### config.mk
export PLATFORM = sky130hd
export DESIGN_NAME = intan_spi_responder
export DESIGN_NICKNAME = d
export VERILOG_FILES = /design/src/rtl/intan_spi_responder.sv
export SDC_FILE = /design/constraint.sdc
export NUM_CORES = 1
export LEC_CHECK = 0
export CAP_MARGIN = 20
export CORE_MARGIN = 1.5
export CORE_UTILIZATION = 40
export DETAILED_ROUTE_END_ITERATION = 7
export PLACE_DENSITY = 0.59
export SLEW_MARGIN = 25
export SYNTH_ARGS = -nofsm -noshare
export SYNTH_HDL_FRONTEND = slang
export SYNTH_SLANG_ARGS = --single-unit
### constraint.sdc
create_clock -name bus_clk -period 3 [get_ports bus_clk]
set_input_delay 0.9 -clock bus_clk [delete_from_list [all_inputs] [get_ports bus_clk]]
set_output_delay 0.9 -clock bus_clk [all_outputs]
set_load 0.02 [all_outputs]
### src/rtl/intan_spi_responder.sv
// Intan-style SPI command responder: synchronizes the SPI pins into bus_clk, decodes 16-bit
// commands and returns each response two accepted words later. Optional: INTAN_RESP_FRAME_CHECK_EN.
module intan_spi_responder #(
  parameter logic [7:0] CHIP_ID  = 8'd1,
  parameter int         RAM_REGS = 22
) (
  input  logic        bus_clk,
  input  logic        reset,
  input  logic        SCLK,
  input  logic        CS,
  input  logic        MOSI,
  output logic        MISO,
  output logic        word_valid,
  output logic [15:0] last_cmd,
  output logic        frame_err,
  output logic [7:0]  frame_err_cnt
);

  typedef enum logic [1:0] {ST_DISARMED, ST_IDLE, ST_ACTIVE} state_e;

  state_e      state_q, state_d;
  logic        sclk_meta_q, sclk_sync_q, sclk_dly_q;
  logic        cs_meta_q, cs_sync_q, cs_dly_q;
  logic        mosi_meta_q, mosi_sync_q, mosi_dly_q;
  logic [4:0]  bit_cnt_q;
  logic [15:0] rx_shift_q, tx_shift_q;
  logic [15:0] pipe_new_q, pipe_old_q;
  logic [15:0] last_cmd_q;
  logic        word_valid_q;
  logic [9:0]  conv_cnt_q;
  logic [7:0]  ram_q [RAM_REGS];

  logic        sclk_rise, sclk_fall, cs_rise, cs_fall, cs_edge;
  logic        word_start, accept;
  logic [1:0]  opcode;
  logic [5:0]  reg_addr;
  logic [7:0]  wr_data, rd_data;
  logic [15:0] response;

  // CS syncs reset low so an idle-high CS yields a rise right after reset, which arms the responder.
  always_ff @(posedge bus_clk) begin
    if (reset) begin
      {sclk_meta_q, sclk_sync_q, sclk_dly_q} <= 3'b000;
      {cs_meta_q, cs_sync_q, cs_dly_q}       <= 3'b000;
      {mosi_meta_q, mosi_sync_q, mosi_dly_q} <= 3'b000;
    end else begin
      {sclk_meta_q, sclk_sync_q, sclk_dly_q} <= {SCLK, sclk_meta_q, sclk_sync_q};
      {cs_meta_q, cs_sync_q, cs_dly_q}       <= {CS, cs_meta_q, cs_sync_q};
      {mosi_meta_q, mosi_sync_q, mosi_dly_q} <= {MOSI, mosi_meta_q, mosi_sync_q};
    end
  end

  assign sclk_rise = sclk_sync_q & ~sclk_dly_q;
  assign sclk_fall = ~sclk_sync_q & sclk_dly_q;
  assign cs_rise   = cs_sync_q & ~cs_dly_q;
  assign cs_fall   = ~cs_sync_q & cs_dly_q;
  assign cs_edge   = cs_rise | cs_fall;

  always_ff @(posedge bus_clk) begin
    if (reset) state_q <= ST_DISARMED;
    else       state_q <= state_d;
  end

  // NOTE: every output of a combinational block gets a default first, so no path infers a latch.
  always_comb begin
    state_d    = state_q;
    word_start = 1'b0;
    accept     = 1'b0;
    case (state_q)
      ST_DISARMED: if (cs_rise) state_d = ST_IDLE;
      ST_IDLE: if (cs_fall) begin
        state_d    = ST_ACTIVE;
        word_start = 1'b1;
      end
      ST_ACTIVE: if (cs_rise) begin
        state_d = ST_IDLE;
        accept  = (bit_cnt_q == 5'd16);
      end
      default: state_d = ST_DISARMED;
    endcase
  end

  assign opcode   = rx_shift_q[15:14];
  assign reg_addr = rx_shift_q[13:8];
  assign wr_data  = rx_shift_q[7:0];

  always_comb begin
    case (reg_addr)
      6'd40:   rd_data = 8'h49;
      6'd41:   rd_data = 8'h4E;
      6'd42:   rd_data = 8'h54;
      6'd43:   rd_data = 8'h41;
      6'd44:   rd_data = 8'h4E;
      6'd63:   rd_data = CHIP_ID;
      default: rd_data = 8'h00;
    endcase
    for (int i = 0; i < RAM_REGS; i++)
      if (reg_addr == 6'(i)) rd_data = ram_q[i];
  end

  always_comb begin
    case (opcode)
      2'b00:   response = {reg_addr, conv_cnt_q};
      2'b10:   response = {8'hFF, wr_data};
      2'b11:   response = {8'h00, rd_data};
      default: response = 16'h0000;
    endcase
  end

  // NOTE: the register file is reset element by element because a cleared RAM is visible behaviour.
  always_ff @(posedge bus_clk) begin
    if (reset) begin
      bit_cnt_q    <= '0;
      rx_shift_q   <= '0;
      tx_shift_q   <= '0;
      pipe_new_q   <= '0;
      pipe_old_q   <= '0;
      last_cmd_q   <= '0;
      word_valid_q <= 1'b0;
      conv_cnt_q   <= '0;
      for (int i = 0; i < RAM_REGS; i++) ram_q[i] <= 8'h00;
    end else begin
      word_valid_q <= accept;
      if (word_start) begin
        bit_cnt_q  <= '0;
        rx_shift_q <= '0;
        tx_shift_q <= pipe_old_q;
      end else if (state_q == ST_ACTIVE && !cs_edge) begin
        if (sclk_rise) begin
          rx_shift_q <= {rx_shift_q[14:0], mosi_dly_q};
          if (bit_cnt_q != 5'd31) bit_cnt_q <= bit_cnt_q + 5'd1;
        end
        if (sclk_fall) tx_shift_q <= {tx_shift_q[14:0], 1'b0};
      end
      if (accept) begin
        last_cmd_q <= rx_shift_q;
        pipe_old_q <= pipe_new_q;
        pipe_new_q <= response;
        if (opcode == 2'b00) conv_cnt_q <= conv_cnt_q + 10'd1;
      end
      for (int i = 0; i < RAM_REGS; i++)
        if (accept && opcode == 2'b10 && reg_addr == 6'(i)) ram_q[i] <= wr_data;
    end
  end

  assign MISO       = (state_q == ST_ACTIVE) & tx_shift_q[15];
  assign word_valid = word_valid_q;
  assign last_cmd   = last_cmd_q;

`ifdef INTAN_RESP_FRAME_CHECK_EN
  logic       malformed;
  logic       frame_err_q;
  logic [7:0] frame_err_cnt_q;

  assign malformed = (state_q == ST_ACTIVE) && cs_rise && (bit_cnt_q != 5'd16);

  always_ff @(posedge bus_clk) begin
    if (reset) begin
      frame_err_q     <= 1'b0;
      frame_err_cnt_q <= 8'h00;
    end else begin
      frame_err_q <= malformed;
      if (malformed && frame_err_cnt_q != 8'hFF) frame_err_cnt_q <= frame_err_cnt_q + 8'd1;
    end
  end

  assign frame_err     = frame_err_q;
  assign frame_err_cnt = frame_err_cnt_q;
`else
  assign frame_err     = 1'b0;
  assign frame_err_cnt = 8'h00;
`endif

endmodule

==> out/qor.log <==
[layout] layout cells sized above 1 0.1184
[critical_path] sort of element at the start of the critical path flip-flop
[critical_path] depth of the worst register-to-register path 8
[clocking] TritonCTS clock tree yes
[routing] total number of vias 9058
[critical_path] critical setup path kind flip-flop to output port
[global_route] vias in the first global route 8721
[layout] final standard cell area without fillers 0.01424 sq mm
[layout] area occupied by multi-input gates 0.004533 sq mm
[timing] setup ws final 0.1674 ns
[logic_synthesis] Mapped Avg Cell Area 10.34 sq um
[layout] fin nets 1237
[critical_path] reg-to-reg slack, setup 0.24 ns
[global_route] total global-route track usage 0.2128
[power] switching part of the total power 0.2029
[clocking] total number of clock tree sinks 283
[critical_path] CP required 2.10 ns
[floorplan] Die Y 179.3 microns
[power] pwr dens 576.9 mW/mm^2
[timing] max-slew violation count 0
[critical_path] r2r startpoint rx_shift_q[9]$_SDFFE_PP0P_
[power] maximum vdd drop 408.2 uV
[timing] final-report setup violation count 0
[clocking] deepest level of the CTS H-tree 1
[logic_synthesis] synthesized area 0.01243 sq mm
[logic_synthesis] flops & latches, synth 283
[logic_synthesis] number of enable flip-flop cells after synthesis 176
[timing] final clock period utilization by the worst path 0.9442
[logic_synthesis] primary flip-flop cell chosen by synthesis mapping edfxtp_1
[placed_design] count of buffers from port buffering 22
[timing] Hold Vio Cnt, Final 0
[power] net switching component of the power 0.001667 W
[power] cell internal power dissipation 0.006549 W
[timing] max_slew headroom 0.4043
[layout] count of filler cells inserted in the layout 2849
[placed_design] placed cell area 0.01323 sq mm
[run] max-capacitance violation count 0
[layout] Area Growth Syn to Fin 14.53%
[global_route] number of antenna violations at the first check in global routing 0
[clocking] Worst-Skew Late Latency 0.56 ns
[clocking] number of buffers on the longest clock path 3
[clocking] number of post-CTS setup repair buffers 0
[routing] DRC violation count after routing 0
[timing] RSZ-0062 raised after global routing no
[critical_path] Crit. End Element output port
[hold_path] start point of the worst min-delay path mosi_dly_q$_SDFF_PP0_
[floorplan] die area 0.03215 sq mm
[critical_path] crit-path max FO 7
[logic_synthesis] count of different cell masters after synthesis 66
[logic_synthesis] asr flop ratio synth 0
[timing] Achievable Freq 0.3530 GHz
[global_route] remaining global-route overflow 0
[power] share of total power in sequential cells 0.523
[placed_design] worst setup slack before clock tree synthesis 0.2809 ns
[critical_path] Data arrival, critical path 1.93 ns
[timing] worst clock skew 0.01856 ns
[placed_design] dpl cells 1590
[routing] total wire length 33.58 mm
[hold_path] worst hold path type flip-flop to flip-flop
[layout] utilization after layout 0.4656
[placed_design] Routability Congestion 0.9434
[power] Gate power share 0.021
[run_status] run status complete, no violations
[critical_path] reg-to-reg endpoint pipe_new_q[3]$_SDFFE_PP0P_
[logic_synthesis] cell taking the most area after synthesis edfxtp_1
[hold_path] Hold Path Cell Cnt 2
[logic_synthesis] Area contributors post-synth edfxtp_1 43%, dfxtp_1 17%, nor2_1 6.8%
[global_route] global-route wire length before repair 51.98 mm
[floorplan] standard cell core area 0.03059 sq mm
[routing] DR vias/cell 5.503
[hold_path] Hold Path End rx_shift_q[0]$_SDFFE_PP0P_
[placed_design] half-perimeter wire length after placement 22.93 mm
[clocking] clock tree root driver cell clkbuf_16
[global_route] largest net degree at the start of global routing 61
[floorplan] initial cell density of the core 0.4065
[power] Clk network pwr share 0.455
[clocking] clock transition time at the flip-flop clock pins of the worst setup and hold paths 0.06 ns
[logic_synthesis] cell count after synthesis 1203
[layout] antenna diode count 0
[clocking] number of CTS-inserted buffers 30
[logic_synthesis] Warnings, synthesis 0
[routing] Routed wire per std cell 20.40 microns
[timing] fin crit period 2.833 ns
[layout] register cell area after layout 0.007430 sq mm
[timing] transition time of the tightest slew-check pin 0.8913 ns
[layout] final cell count without fillers 1646
[routing] ANT nets after route 0
[floorplan] die outline width 179.3 microns
[timing] Final TNS setup 0 ns
[floorplan] count of standard-cell rows 64
[logic_synthesis] sequential fraction of the synthesis area 0.5973
[logic_synthesis] top-area cell type share of the netlist area 0.4250
[routing] DRT Pass-1 Iters 5
[power] standby leakage power 4.687 nW
[routing] DRC marker count from the first detailed-route iteration 833
[floorplan] Boundary Pins 32
-- flip-flops by register name (all words and copies together), names as in the netlist, 2 cells and up --
register / count
state_q: 2
conv_cnt_q: 10
pipe_new_q: 16
rx_shift_q: 16
ram_q: 176
tx_shift_q: 16
bit_cnt_q: 5
last_cmd: 16
pipe_old_q: 16
-- worst max-delay path, stage by stage (launching register included) --
cell and delay [ns]:
dfxtp_1 0.33, nor2b_2 0.28, and2_1 0.17, clkdlybuf4s50_1 0.60
-- power by group through the flow --
| stage | combinational, W | sequential (W) | clock [W] |
|---|---|---|---|
| 2_1_floorplan | 0.000135 | 0.00435 | 0 |
| 3_3_place_gp | 0.000175 | 0.00438 | 0 |
| 3_5_place_dp | 0.000177 | 0.00438 | 0 |
| 4_1_cts | 0.000178 | 0.00430 | 0.00381 |
| 5_1_grt | 0.000194 | 0.00431 | 0.00396 |
| 6_report | 0.000177 | 0.00430 | 0.00374 |
-- final cells by class --
class,count,area share
clock inverter,9,0.006765
inverter,17,0.004481
clock buffer,47,0.06405
multi-input combinational,808,0.3183
tap,396,0.03479
sequential,283,0.5217
timing repair buffer,86,0.04990
-- per-layer routing --
metal	part of all wire	GRT usage	wire length, microns	up-vias
met2	0.45	0.3356	15180	275
met5	0	0	0	-
li1	-	-	-	4289
met4	0.021	0.05544	721	0
met3	0.061	0.02778	2040	44
met1	0.47	0.3086	15640	4450
-- cell families after synthesis --
family                     synth area share
other                             0.0003016
xor gates and xnor gates           0.007044
buffers and inverters               0.04216
adders and majority gates          0.006037
muxes                               0.05001
and+or+nand+nor                      0.1829
DFF                                  0.5973
AOI/OAI and AO/OA                    0.1142
-- worst max path at each step --
stage / start / to / slack (ns) / cells after the start
2_1_floorplan: state_q[1]$_SDFFE_PP0P_ / ram_q[0][0]$_SDFFCE_PN0P_ / 0.66 / 7
3_3_place_gp: rx_shift_q[9]$_SDFFE_PP0P_ / pipe_new_q[3]$_SDFFE_PP0P_ / 0.30 / 8
3_5_place_dp: rx_shift_q[9]$_SDFFE_PP0P_ / pipe_new_q[3]$_SDFFE_PP0P_ / 0.28 / 8
4_1_cts: state_q[1]$_SDFFE_PP0P_ / MISO / 0.01 / 3
5_1_grt: state_q[1]$_SDFFE_PP0P_ / MISO / 0.05 / 3
6_report: state_q[1]$_SDFFE_PP0P_ / MISO / 0.17 / 3
-- synthesized netlist by cell type (6+ instances only) --
master and number:
nand2b_1 30, nor2_1 226, nand2_1 141, mux4_2 8
xor2_1 7, a21o_1 6, o22ai_1 14, clkbuf_1 67
a22oi_1 13, nor2b_1 18, buf_4 10, o21ai_0 34
mux2i_1 34, a211oi_1 27, a221oi_1 10, buf_2 17
ha_1 6, buf_1 7, nand4_1 7, nand3_1 22
dfxtp_1 107, nor3_1 19, mux2_2 9, edfxtp_1 176
o21ai_1 8, inv_1 17, a21oi_1 86
-- stage by stage --
stage	total power, W	hold WS [ns]
floorplan	0.004482	0.4138
global placement	0.004554	0.4314
detailed placement	0.004555	0.4331
CTS	0.008281	0.4480
global route	0.008463	0.4551
finish	0.008215	0.4455
-- placed cells by master (no fill, tap or decap), types with 9 or more instances in the layout --
cell type / n
a211oi_1: 27
a21oi_1: 86
a221oi_1: 10
a22oi_1: 13
buf_4: 64
clkbuf_16: 31
clkdlybuf4s50_1: 21
conb_1: 9
dfxtp_1: 105
edfxtp_1: 176
inv_1: 17
mux2_2: 9
mux2i_1: 34
nand2_1: 141
nand2b_1: 30
nand3_1: 22
nor2_1: 226
nor2b_1: 17
nor3_1: 19
o21ai_0: 34
o22ai_1: 14
-- repair_timing --
action	4_1_cts	5_1_grt
setup endpoints to repair	0	1
gates resized for setup	0	1
hold buffers	0	0
endpoints found under the hold margin	0	0
(Power assumes the default switching activity.)
